==> config.mk <==
export PLATFORM = sky130hd
export DESIGN_NAME = register_bank_16_flat
export DESIGN_NICKNAME = d
export VERILOG_FILES = /design/src/rtl/register_bank_16_pkg.sv /design/src/rtl/register_bank_16_if.sv /design/src/rtl/register_bank_16_cell.sv /design/src/rtl/register_bank_16.sv /design/src/flat_wrapper.sv
export SDC_FILE = /design/constraint.sdc
export NUM_CORES = 1
export LEC_CHECK = 0
export ABC_CLOCK_PERIOD_IN_PS = 13900
export CAP_MARGIN = 20
export CORE_MARGIN = 2
export CORE_UTILIZATION = 61
export CTS_CLUSTER_SIZE = 24
export DETAILED_ROUTE_END_ITERATION = 8
export HOLD_SLACK_MARGIN = 0.1
export MAX_ROUTING_LAYER = met4
export PLACE_DENSITY_LB_ADDON = 0.25
export SYNTH_ARGS = -nofsm -noshare
export SYNTH_HDL_FRONTEND = slang
export SYNTH_SLANG_ARGS = --single-unit
==> constraint.sdc <==
create_clock -name Clock -period 13.9 [get_ports Clock]
set_input_delay 2.78 -clock Clock [delete_from_list [all_inputs] [get_ports Clock]]
set_output_delay 2.78 -clock Clock [all_outputs]
set_load 0.02 [all_outputs]
==> src/rtl/register_bank_16_pkg.sv <==
// Shared definitions for the 16-entry register bank: sizes, select type and
// the one-hot check used to qualify writes.
package regbank_pkg;

  localparam int NUM_REGS = 16;
  localparam int ADDR_W   = 4;

  typedef logic [NUM_REGS-1:0] wsel_t;

  // True when exactly one select bit is set; zero or multiple bits are malformed.
  function automatic logic onehot16_valid(input wsel_t sel);
    logic [ADDR_W:0] cnt;
    cnt = '0;
    for (int i = 0; i < NUM_REGS; i++) begin
      cnt = cnt + {{ADDR_W{1'b0}}, sel[i]};
    end
    return (cnt == {{ADDR_W{1'b0}}, 1'b1});
  endfunction

endpackage

==> src/rtl/register_bank_16_if.sv <==
// Write/read bus of the register bank; the datapath side drives it as master,
// the bank consumes it as slave.
interface register_bank_16_if
  import regbank_pkg::*;
#(
  parameter int WIDTH = 16
);

  logic              WriteEnable;
  wsel_t             WriteSelect;
  logic [WIDTH-1:0]  WriteData;
  logic [ADDR_W-1:0] ReadAddrA;
  logic [ADDR_W-1:0] ReadAddrB;
  logic [WIDTH-1:0]  ReadDataA;
  logic [WIDTH-1:0]  ReadDataB;
  logic              SelectError;

  modport master (
    output WriteEnable, WriteSelect, WriteData, ReadAddrA, ReadAddrB,
    input  ReadDataA, ReadDataB, SelectError
  );

  modport slave (
    input  WriteEnable, WriteSelect, WriteData, ReadAddrA, ReadAddrB,
    output ReadDataA, ReadDataB, SelectError
  );

endinterface

==> src/rtl/register_bank_16_cell.sv <==
// Single WIDTH-bit storage cell with load enable and asynchronous clear.
module register_cell #(
  parameter int WIDTH = 16
) (
  input  logic             i_clk,
  input  logic             i_rst,
  input  logic             i_load,
  input  logic [WIDTH-1:0] i_d,
  output logic [WIDTH-1:0] o_q
);

  logic [WIDTH-1:0] r_q;

  always_ff @(posedge i_clk or posedge i_rst) begin
    if (i_rst) begin
      r_q <= '0;
    end else if (i_load) begin
      r_q <= i_d;
    end
  end

  assign o_q = r_q;

endmodule

==> src/rtl/register_bank_16.sv <==
// Sixteen-entry register bank fed by a one-hot write select, with two
// combinational read ports, optional write-through bypass and a sticky select error.
module register_bank_16
  import regbank_pkg::*;
#(
  parameter int WIDTH   = 16,
  parameter bit ZERO_R0 = 1'b0,
  parameter bit BYPASS  = 1'b1
) (
  input  logic              Clock,
  input  logic              Reset,
  register_bank_16_if.slave bus
);

  logic                             w_sel_valid;
  wsel_t                            w_load;
  logic [NUM_REGS-1:0][WIDTH-1:0]   w_q;
  logic                             w_byp_a;
  logic                             w_byp_b;
  logic                             r_select_error;

  assign w_sel_valid = onehot16_valid(bus.WriteSelect);

  // w_load doubles as the bypass match vector, so register 0 is masked here once.
  always_comb begin
    w_load = '0;
    if (bus.WriteEnable && w_sel_valid) begin
      w_load = bus.WriteSelect;
    end
    if (ZERO_R0) begin
      w_load[0] = 1'b0;
    end
  end

  for (genvar gi = 0; gi < NUM_REGS; gi++) begin : g_cell
    register_cell #(
      .WIDTH (WIDTH)
    ) u_cell (
      .i_clk  (Clock),
      .i_rst  (Reset),
      .i_load (w_load[gi]),
      .i_d    (bus.WriteData),
      .o_q    (w_q[gi])
    );
  end

  always_ff @(posedge Clock or posedge Reset) begin
    if (Reset) begin
      r_select_error <= 1'b0;
    end else if (bus.WriteEnable && !w_sel_valid) begin
      r_select_error <= 1'b1;
    end
  end

  assign bus.SelectError = r_select_error;

  // Bypass is held off during reset so both ports read zero while storage is cleared.
  assign w_byp_a = BYPASS && !Reset && w_load[bus.ReadAddrA];
  assign w_byp_b = BYPASS && !Reset && w_load[bus.ReadAddrB];

  always_comb begin
    bus.ReadDataA = w_q[bus.ReadAddrA];
    bus.ReadDataB = w_q[bus.ReadAddrB];
    if (ZERO_R0 && (bus.ReadAddrA == '0)) begin
      bus.ReadDataA = '0;
    end
    if (ZERO_R0 && (bus.ReadAddrB == '0)) begin
      bus.ReadDataB = '0;
    end
    if (w_byp_a) begin
      bus.ReadDataA = bus.WriteData;
    end
    if (w_byp_b) begin
      bus.ReadDataB = bus.WriteData;
    end
  end

endmodule

==> src/flat_wrapper.sv <==
// flat-port wrapper written by rule: the top's interface ports become plain ports
module register_bank_16_flat import regbank_pkg::*;
#(
  parameter int WIDTH   = 16,
  parameter bit ZERO_R0 = 1'b0,
  parameter bit BYPASS  = 1'b1
)
  (Clock, Reset, bus_WriteEnable, bus_WriteSelect, bus_WriteData, bus_ReadAddrA, bus_ReadAddrB, bus_ReadDataA, bus_ReadDataB, bus_SelectError);
  register_bank_16_if #(.WIDTH(WIDTH)) bus_i ();
  input  logic Clock;
  input  logic Reset;
  input wire logic [$bits(bus_i.WriteEnable)-1:0] bus_WriteEnable;
  input wire logic [$bits(bus_i.WriteSelect)-1:0] bus_WriteSelect;
  input wire logic [$bits(bus_i.WriteData)-1:0] bus_WriteData;
  input wire logic [$bits(bus_i.ReadAddrA)-1:0] bus_ReadAddrA;
  input wire logic [$bits(bus_i.ReadAddrB)-1:0] bus_ReadAddrB;
  output wire logic [$bits(bus_i.ReadDataA)-1:0] bus_ReadDataA;
  output wire logic [$bits(bus_i.ReadDataB)-1:0] bus_ReadDataB;
  output wire logic [$bits(bus_i.SelectError)-1:0] bus_SelectError;
  assign bus_i.WriteEnable = bus_WriteEnable;
  assign bus_i.WriteSelect = bus_WriteSelect;
  assign bus_i.WriteData = bus_WriteData;
  assign bus_i.ReadAddrA = bus_ReadAddrA;
  assign bus_i.ReadAddrB = bus_ReadAddrB;
  assign bus_ReadDataA = bus_i.ReadDataA;
  assign bus_ReadDataB = bus_i.ReadDataB;
  assign bus_SelectError = bus_i.SelectError;
  register_bank_16 #(.WIDTH(WIDTH), .ZERO_R0(ZERO_R0), .BYPASS(BYPASS)) u_core (.Clock(Clock), .Reset(Reset), .bus(bus_i));
endmodule
==> results.md, run 1 <==
- Post-CTS Setup Bufs: 0
- CP cell instances: clkdlybuf4s50_1 > ha_1 > inv_1 > fa_1 > inv_1 > fa_1 > fa_1 > inv_1 > fa_1 > inv_1 > fa_1 > fa_1 > nor4b_2 > nand2_1 > nor2_2 > nand4_2 > mux2_2 > clkdlybuf4s50_1
- Area Overhead vs Synth: 11.0%
- CTS tree: yes
- Seq/Total Area, Yosys: 43.3%
- Max stage delay cell, worst path: nand4_2
- Flop and latch count out of synthesis: 257
- Leak: 7.04 nW
- Filler Cell Count: 1649
- Synthesized net count: 934
- Die W: 160 um
- Grt total ovfl: 0
- Max Clk Rate: 79.6 MHz
- CTS resizes: 0
- Most frequent cells in the layout: mux2_2, dfrtp_1, mux4_2
- Setup TNS: 0 ns
- Root Driver: clkbuf_16
- Vias/cell: 6.91
- Clock latency on the worst-skew pair: 0.54 ns
- Peak VDD IR: 0.150 mV
- First-pass GRT wire length: 58300 um
- Dpl hpwl: 22200 um
- Clock sink count: 257
- Fin crit period: 12.56 ns
- Clock tree buffer depth: 3
- DRT iter0 DRCs: 687
- Hold/Removal Path Class: reg2reg
- GRT Util Overall: 31.2%
- Reg area: 6430 sq um
- Row Count: 57
- Starting Density: 61.6%
- Yosys top cell by area: dfrtp_1
- Syn Area/Cell: 16.9 sq um
- IO buf count: 75
- H-tree depth: 1
- Worst EP required: 11.12 ns
- Slew headroom: 30.4%
- Reg-to-reg startpoint: u_core.g_cell[9].u_cell.o_q[15]
- Initial antenna violation count: 0
- Post-Syn Instances: 876
- Worst hold-check slack: 0.472 ns
- Via count: 8742
- HP Start: u_core.bus.SelectError
- Maximum fanout along the worst path: 16
- Max incr delay on CP: 0.91 ns
- Largest net degree at the start of global routing: 117
- Nets: 979
- CP Class: in2out
- DRT Pass-1 Iters: 5
- Detail Route Antenna Nets: 0
- CTS Buf Count: 28
- PD cells: 206 nW/um^2
- Routed WL: 37100 um
- Ys Warns: 0
- Die height: 160 um
- Worst Setup End Kind: output pin
- Outcome: finished clean
- Antenna cell count: 0
- Commonest non-fill, non-tap cell in the layout: mux2_2
- MaxCap Viol Count: 0
- Final Max Tran Viols: 0
- Hold_buf cts: 0
- Vias in the first global route: 9683
- Most frequent CP cell: fa_1
- Worst Tran Pin Value: 1.04 ns
- Final setup viols: 0
- Fraction of layout cells with a size suffix above 1: 54.8%
- Critical path origin: bus_WriteSelect[0]
- CP Data Arrival Time: 9.78 ns
- Worst Hold Depth: 1
- DIE AREA: 25600 sq um
- Wire per inst: 29.3 um
- Placeable Area: 24100 sq um
- Top cell type's share of synthesized area: 43.3%
- Top cells by area, synth: dfrtp_1, mux2_2, mux4_2, mux4_1, fa_1
- Final hold violations: 0
- Mapped Area: 14800 sq um
- GPL Wtd Cong: 0.906
- RSZ-0062 raised after global routing: no
- # DRC: 0
- Critical Path Source Type: input pin
- Clk pin slew, worst setup/hold paths: 0.06 ns
- Area of the multi-input gates: 7740 sq um
- Part of the cycle the worst path needs: 90.4%
- Worst Skew: 0 ns
- Distinct cell type count after synthesis: 38
- Reg2reg path depth: 1
- IO Pins: 76
-- cell usage after synthesis --
master           number
mux2_2              282
buf_12                1
nor4b_2               1
fa_1                 10
buf_6                10
a21o_1                1
mux2_4               10
nor2_1                3
nor2_2                1
buf_1                 5
buf_2                32
clkdlybuf4s50_2       3
buf_4                12
nand2b_1              2
nor3_1                1
dlygate4sd1_1         1
nand4_2               1
mux4_2              140
clkbuf_8              4
nand3_4               1
clkbuf_1             10
a21oi_2               1
o311ai_1              1
a31oi_1               1
dfrtp_1             257
dlygate4sd3_1         6
nand2_1               3
buf_8                 1
and2_1               13
a21oi_1               1
nor3_2                4
nand4_1               2
o22ai_1               1
ha_1                  5
mux4_1               25
inv_1                21
mux4_4                2
clkbuf_2              1
-- final cells by class --
type,instances,share of cell area [%]
clock buffers,43,4.96
multi-input cells,512,47.0
repair buffers,101,5.74
flip-flops and latches,257,39.0
inverters,21,0.524
clock inverters,7,0.311
well taps,324,2.46
-- critical path: cells and delay by family --
family        cells  cell delay (ns)
buf+inv           6             1.21
fa+ha+maj         7             3.14
simple gates      4             2.04
mux               1             0.60
-- per-layer routing --
metal	vias up	track usage (%)	part of all wire, %
li1	3526	-	-
met3	99	5.71	6.5
met4	0	9.17	3.1
met1	4756	39.8	38
met5	-	-	0
met2	361	51.8	52
-- state kept, by name, summed over array words and instances (netlist names) --
register	count
u_core.g_cell.u_cell.o_q	256
u_core.bus.SelectError	1
-- kinds of logic (layout without fill, tap and decap cells) --
kind of cell	Yosys count	in the layout	share of synthesized area (%)
flip-flops	257	257	43.3
AO/OA/AOI/OAI	6	6	0.287
AND/OR/NAND/NOR	32	32	1.52
buffers and inverters	107	172	4.69
adder cells (fa/ha/maj)	15	15	1.77
multiplexers	459	459	48.4
-- power breakdown --
group	internal (W)	total, W	switching, W
Combinational	0.000842	0.00133	0.000491
Clock	0.000403	0.000699	0.000296
Sequential	0.00110	0.00136	0.000261
Total	0.00235	0.00340	0.00105
-- worst paths after layout --
kind                                                   endpoint  slack [ns]
worst min register to register           u_core.bus.SelectError        0.47
worst max register to register  u_core.g_cell[9].u_cell.o_q[15]       13.09
worst min-delay path                     u_core.bus.SelectError        0.47
max in group asynchronous       u_core.g_cell[13].u_cell.o_q[7]        9.71
worst max-delay path                           bus_ReadDataA[7]        1.34
min in group asynchronous        u_core.g_cell[0].u_cell.o_q[2]        2.74
-- through the flow --
step           utilization (%)  area, sq um  std cells  total power [W]  setup WS (ns)
6_report                  68.4        16500       1265          0.00340           1.34
5_1_grt                   68.4        16500       1265          0.00356           1.02
4_1_cts                   68.2        16500       1264          0.00340           1.37
3_5_place_dp              64.6        15600       1214          0.00269           1.39
3_3_place_gp              64.6        15600       1214          0.00258           1.56
2_1_floorplan                -        14800        876          0.00229           1.09
Note: power is estimated with default switching activity, not from simulation.
==> run 2: changes to the inputs <==
--- a/config.mk
+++ b/config.mk
@@ -9,11 +9,11 @@
 export CAP_MARGIN = 20
 export CORE_MARGIN = 2
 export CORE_UTILIZATION = 61
-export CTS_CLUSTER_SIZE = 24
+export CTS_CLUSTER_SIZE = 20
 export DETAILED_ROUTE_END_ITERATION = 8
 export HOLD_SLACK_MARGIN = 0.1
 export MAX_ROUTING_LAYER = met4
-export PLACE_DENSITY_LB_ADDON = 0.25
+export PLACE_DENSITY_LB_ADDON = 0.1
 export SYNTH_ARGS = -nofsm -noshare
 export SYNTH_HDL_FRONTEND = slang
 export SYNTH_SLANG_ARGS = --single-unit
==> run 2 against run 1 <==
First-iteration DRC count decreased by 12%. Power increased by 1.4%. Highest routed layer unchanged. Critical endpoint is now bus_ReadDataA[4]. Sequential power about the same. Die area unchanged. Cell area increased by 0.16%. Sequential share of layout area decreased by 0.062 points. Via count decreased by 0.66%. Maximum frequency decreased by 0.18%. Critical path depth unchanged. Clock power increased by 6.9%.
==> results.md, run 2 (synthesis gave the netlist of run 1 again) <==
- Worst Setup End Kind: output pin
- Final hold violations: 0
- Largest net degree at the start of global routing: 110
- Worst Hold Depth: 1
- Routed WL: 38400 um
- IO Pins: 76
- Max Clk Rate: 79.5 MHz
- IO buf count: 75
- GRT Util Overall: 32.3%
- Fraction of layout cells with a size suffix above 1: 55.1%
- Most frequent CP cell: fa_1
- H-tree depth: 1
- Max incr delay on CP: 0.89 ns
- CTS tree: yes
- DRT Pass-1 Iters: 4
- CP Data Arrival Time: 9.80 ns
- R2R Path End: u_core.g_cell[5].u_cell.o_q[15]
- Final Max Tran Viols: 0
- Die W: 160 um
- Area Overhead vs Synth: 11.2%
- Max FFs per register: 256
- Clock tree buffer depth: 3
- Critical path origin: bus_WriteSelect[0]
- CP cell instances: clkdlybuf4s50_1 > ha_1 > inv_1 > fa_1 > inv_1 > fa_1 > fa_1 > inv_1 > fa_1 > inv_1 > fa_1 > fa_1 > nor4b_2 > nand2_1 > nor2_2 > nand4_2 > mux2_2 > clkdlybuf4s50_1
- WHS Endpoint: u_core.bus.SelectError
- Sw Ratio: 30.8%
- Maximum fanout along the worst path: 16
- PD cells: 209 nW/um^2
- Clk pin slew, worst setup/hold paths: 0.06 ns
- Final Non-Filler Cells: 1266
- DIE AREA: 25600 sq um
- # DRC: 0
- Clock latency on the worst-skew pair: 0.54 ns
- Detail Route Antenna Nets: 0
- Hold/Removal Path Class: reg2reg
- Slew headroom: 33.0%
- Post-placement cell count: 1213
- Grt total ovfl: 0
- Commonest non-fill, non-tap cell in the layout: mux2_2
- DRT iter0 DRCs: 605
- Via count: 8684
- Fin crit period: 12.58 ns
- RSZ-0062 raised after global routing: no
- GPL Wtd Cong: 0.907
- Worst Skew: 0 ns
- Initial antenna violation count: 0
- Antenna cell count: 0
- Reg2reg path depth: 1
- Vias in the first global route: 9634
- Wire per inst: 30.3 um
- First-pass GRT wire length: 60000 um
- Post-CTS Setup Bufs: 0
- Internal: 0.00238 W
- Placeable Area: 24100 sq um
- Outcome: finished clean
- Reg-to-reg startpoint: u_core.g_cell[5].u_cell.o_q[15]
- Die height: 160 um
- Leak: 7.07 nW
- R2r setup slk: 13.10 ns
- Part of the cycle the worst path needs: 90.5%
- Row Count: 57
- Peak VDD IR: 0.136 mV
- Hold_buf cts: 0
- Setup TNS: 0 ns
- Root Driver: clkbuf_16
- HP Start: u_core.bus.SelectError
- Starting Density: 61.6%
- CP Class: in2out
- Most frequent cells in the layout: mux2_2, dfrtp_1, mux4_2
- Seq pwr share: 39.6%
- Switching power: 0.00106 W
- Vias/cell: 6.86
- Total design power: 0.00344 W
- Worst Tran Pin Value: 1.01 ns
- Dpl hpwl: 22500 um
- CTS resizes: 0
- Final setup viols: 0
- Part of the power in the clock network: 21.7%
- Max stage delay cell, worst path: nand4_2
- Critical Path Source Type: input pin
- Worst EP required: 11.12 ns
- Nets: 978
- Clock sink count: 257
- CTS Buf Count: 29
- Comb power frac: 38.7%
- MaxCap Viol Count: 0
[run 2: stage by stage]
stage / hold slack, ns / cell area, sq um / setup WS [ns] / utilization, %
5_1_grt: 0.495 / 16500 / 1.18 / 68.5
2_1_floorplan: 0.489 / 14800 / 1.09 / -
3_5_place_dp: 0.487 / 15600 / 1.42 / 64.6
4_1_cts: 0.497 / 16500 / 1.42 / 68.5
3_3_place_gp: 0.486 / 15600 / 1.64 / 64.6
6_report: 0.497 / 16500 / 1.32 / 68.5
[run 2: cell type report]
| cell class | instances | area [sq um] |
|---|---|---|
| Sequential cell | 257 | 6430 |
| Inverter | 21 | 86.3 |
| Timing Repair Buffer | 99 | 906 |
| Tap cell | 324 | 405 |
| Fill cell | 1657 | 7600 |
| Clock inverter | 9 | 82.6 |
| Clock buffer | 44 | 852 |
| Multi-Input combinational cell | 512 | 7740 |
[run 2: worst max-delay path by stage]
stage / endpoint / slack (ns) / depth (start not counted)
2_1_floorplan: bus_ReadDataA[10] / 1.09 / 4
3_3_place_gp: bus_ReadDataA[9] / 1.64 / 18
3_5_place_dp: bus_ReadDataA[9] / 1.42 / 18
4_1_cts: bus_ReadDataA[15] / 1.42 / 18
5_1_grt: bus_ReadDataA[4] / 1.18 / 18
6_report: bus_ReadDataA[4] / 1.32 / 18
[run 2: routing by layer]
layer	GRT usage, %	vias to the layer above	share of wire [%]
met2	53.4	303	52
met3	4.42	80	5.1
met5	-	-	0
met4	9.21	0	2.7
met1	42.8	4770	40
li1	-	3531	-
[run 2: power by group through the flow]
stage	combinational, W	clock [W]	sequential, W
after CTS	0.00134	0.000759	0.00135
after detailed placement	0.00133	0	0.00136
final	0.00133	0.000747	0.00136
after global routing	0.00141	0.000794	0.00141
after global placement	0.00128	0	0.00131
after floorplan	0.00102	0	0.00127
[run 2: critical path: cells and delay by family]
family / cells / cell delay [ns]
fa+ha+maj: 7 / 3.13
buf+inv: 6 / 1.23
mux: 1 / 0.58
simple gates: 4 / 2.07
==> run 3: changes to the inputs <==
--- a/config.mk
+++ b/config.mk
@@ -12,7 +12,6 @@
 export CTS_CLUSTER_SIZE = 20
 export DETAILED_ROUTE_END_ITERATION = 8
 export HOLD_SLACK_MARGIN = 0.1
-export MAX_ROUTING_LAYER = met4
 export PLACE_DENSITY_LB_ADDON = 0.1
 export SYNTH_ARGS = -nofsm -noshare
 export SYNTH_HDL_FRONTEND = slang
==> run 3 against run 2 <==
Clock-buffer cell count did not move. Critical endpoint unchanged. Highest routed layer unchanged. Maximum frequency rose by 0.47%. Power barely moved. Via count rose by 1.2%. Die area did not move. Sequential power barely moved. Wire length rose by 0.17%. Sequential share of layout area did not move. Cell area did not move.
==> results.md, run 3 (synthesis gave the netlist of run 1 again) <==
- Leak: 7.07 nW
- Peak VDD IR: 0.135 mV
- Nets: 978
- Die height: 160 um
- PD cells: 209 nW/um^2
- Initial antenna violation count: 0
- Final setup viols: 0
- Via count: 8790
- Filler Cell Count: 1657
- CP Class: in2out
- Clk pin slew, worst setup/hold paths: 0.06 ns
- Grt total ovfl: 0
- Part of the cycle the worst path needs: 90.1%
- DRT iter0 DRCs: 571
- DRT Pass-1 Iters: 5
- H-tree depth: 1
- Area of the multi-input gates: 7740 sq um
- CP cell instances: clkdlybuf4s50_1 > ha_1 > inv_1 > fa_1 > inv_1 > fa_1 > fa_1 > inv_1 > fa_1 > inv_1 > fa_1 > fa_1 > nor4b_2 > nand2_1 > nor2_2 > nand4_2 > mux2_2 > clkdlybuf4s50_1
- Setup TNS: 0 ns
- Row Count: 57
- CTS tree: yes
- Worst Skew: 0 ns
- Dpl hpwl: 22500 um
- Vias in the first global route: 9638
- Worst Tran Pin Value: 1.01 ns
- Antenna cell count: 0
- GPL Wtd Cong: 0.892
- Top delay family on crit path: adder cells
- Starting Density: 61.6%
- Fraction of layout cells with a size suffix above 1: 55.1%
- # DRC: 0
- Reg area: 6430 sq um
- CP bufs+invs: 6
- GRT Util Overall: 31.4%
- MaxCap Viol Count: 0
- Commonest non-fill, non-tap cell in the layout: mux2_2
- Routed WL: 38500 um
- IO Pins: 76
- Max Clk Rate: 79.9 MHz
- First-pass GRT wire length: 60100 um
- IO buf count: 75
- Die W: 160 um
- Most frequent cells in the layout: mux2_2, dfrtp_1, mux4_2
- CP Data Arrival Time: 9.74 ns
- Final hold violations: 0
- Clock tree buffer depth: 3
- Largest net degree at the start of global routing: 110
- Root Driver: clkbuf_16
- Vias/cell: 6.94
- Slew headroom: 32.4%
- Wire per inst: 30.4 um
- Outcome: finished clean
- DIE AREA: 25600 sq um
- Max stage delay cell, worst path: nand4_2
- Worst Setup End Kind: output pin
- Max FFs per register: 256
- Detail Route Antenna Nets: 0
- Hold_buf cts: 0
- Critical Path Source Type: input pin
- Most frequent CP cell: fa_1
- CTS resizes: 0
- Total design power: 0.00344 W
- Clock sink count: 257
- Post-CTS Setup Bufs: 0
- Hold/Removal Path Class: reg2reg
- CTS Buf Count: 29
- Area Overhead vs Synth: 11.2%
- Maximum fanout along the worst path: 16
- Fin crit period: 12.52 ns
- Max incr delay on CP: 0.87 ns
- Worst EP required: 11.12 ns
- Clock latency on the worst-skew pair: 0.54 ns
- RSZ-0062 raised after global routing: no
- Placeable Area: 24100 sq um
- Final Max Tran Viols: 0
-- run 3: power breakdown --
group	internal (W)	leakage (nW)	switching (W)
Sequential	0.00110	3.28	0.000260
Clock	0.000440	0.462	0.000308
Combinational	0.000840	3.32	0.000491
Total	0.00238	7.07	0.00106
-- run 3: per-layer routing --
metal | share of wire (%) | vias up | global-route usage [%] | wire (um)
met5 | 0 | - | 0 | 0
met4 | 2.8 | 0 | 9.09 | 1080
met3 | 5.8 | 78 | 4.21 | 2220
met2 | 52 | 348 | 53.4 | 20000
met1 | 40 | 4833 | 43.1 | 15200
li1 | - | 3531 | - | -
-- run 3: metrics by stage --
stage	worst slack, ns	cell area (sq um)	cells	utilization [%]	hold WS [ns]
final	1.38	16500	1266	68.5	0.498
after global routing	1.18	16500	1266	68.5	0.495
after CTS	1.42	16500	1266	68.5	0.497
after detailed placement	1.42	15600	1213	64.6	0.487
after global placement	1.64	15600	1213	64.6	0.486
after floorplan	1.09	14800	876	-	0.489
-- run 3: worst paths after layout --
path | startpoint | endpoint | slack, ns | cells after the start
setup / recovery | bus_WriteSelect[0] | bus_ReadDataA[4] | 1.38 | 18
hold / removal | u_core.bus.SelectError | u_core.bus.SelectError | 0.50 | 1
min in group asynchronous | Reset | u_core.g_cell[6].u_cell.o_q[1] | 2.76 | 2
setup reg to reg | u_core.g_cell[7].u_cell.o_q[4] | u_core.g_cell[7].u_cell.o_q[4] | 13.09 | 1
hold reg to reg | u_core.bus.SelectError | u_core.bus.SelectError | 0.50 | 1
max in group asynchronous | Reset | u_core.g_cell[8].u_cell.o_q[7] | 9.55 | 3
-- run 3: final cells by class --
cell class,instances,area share [%]
Multi-Input combinational cell,512,46.9
Sequential cell,257,39.0
Timing Repair Buffer,99,5.49
Clock buffer,44,5.16
Tap cell,324,2.46
Inverter,21,0.523
Clock inverter,9,0.500
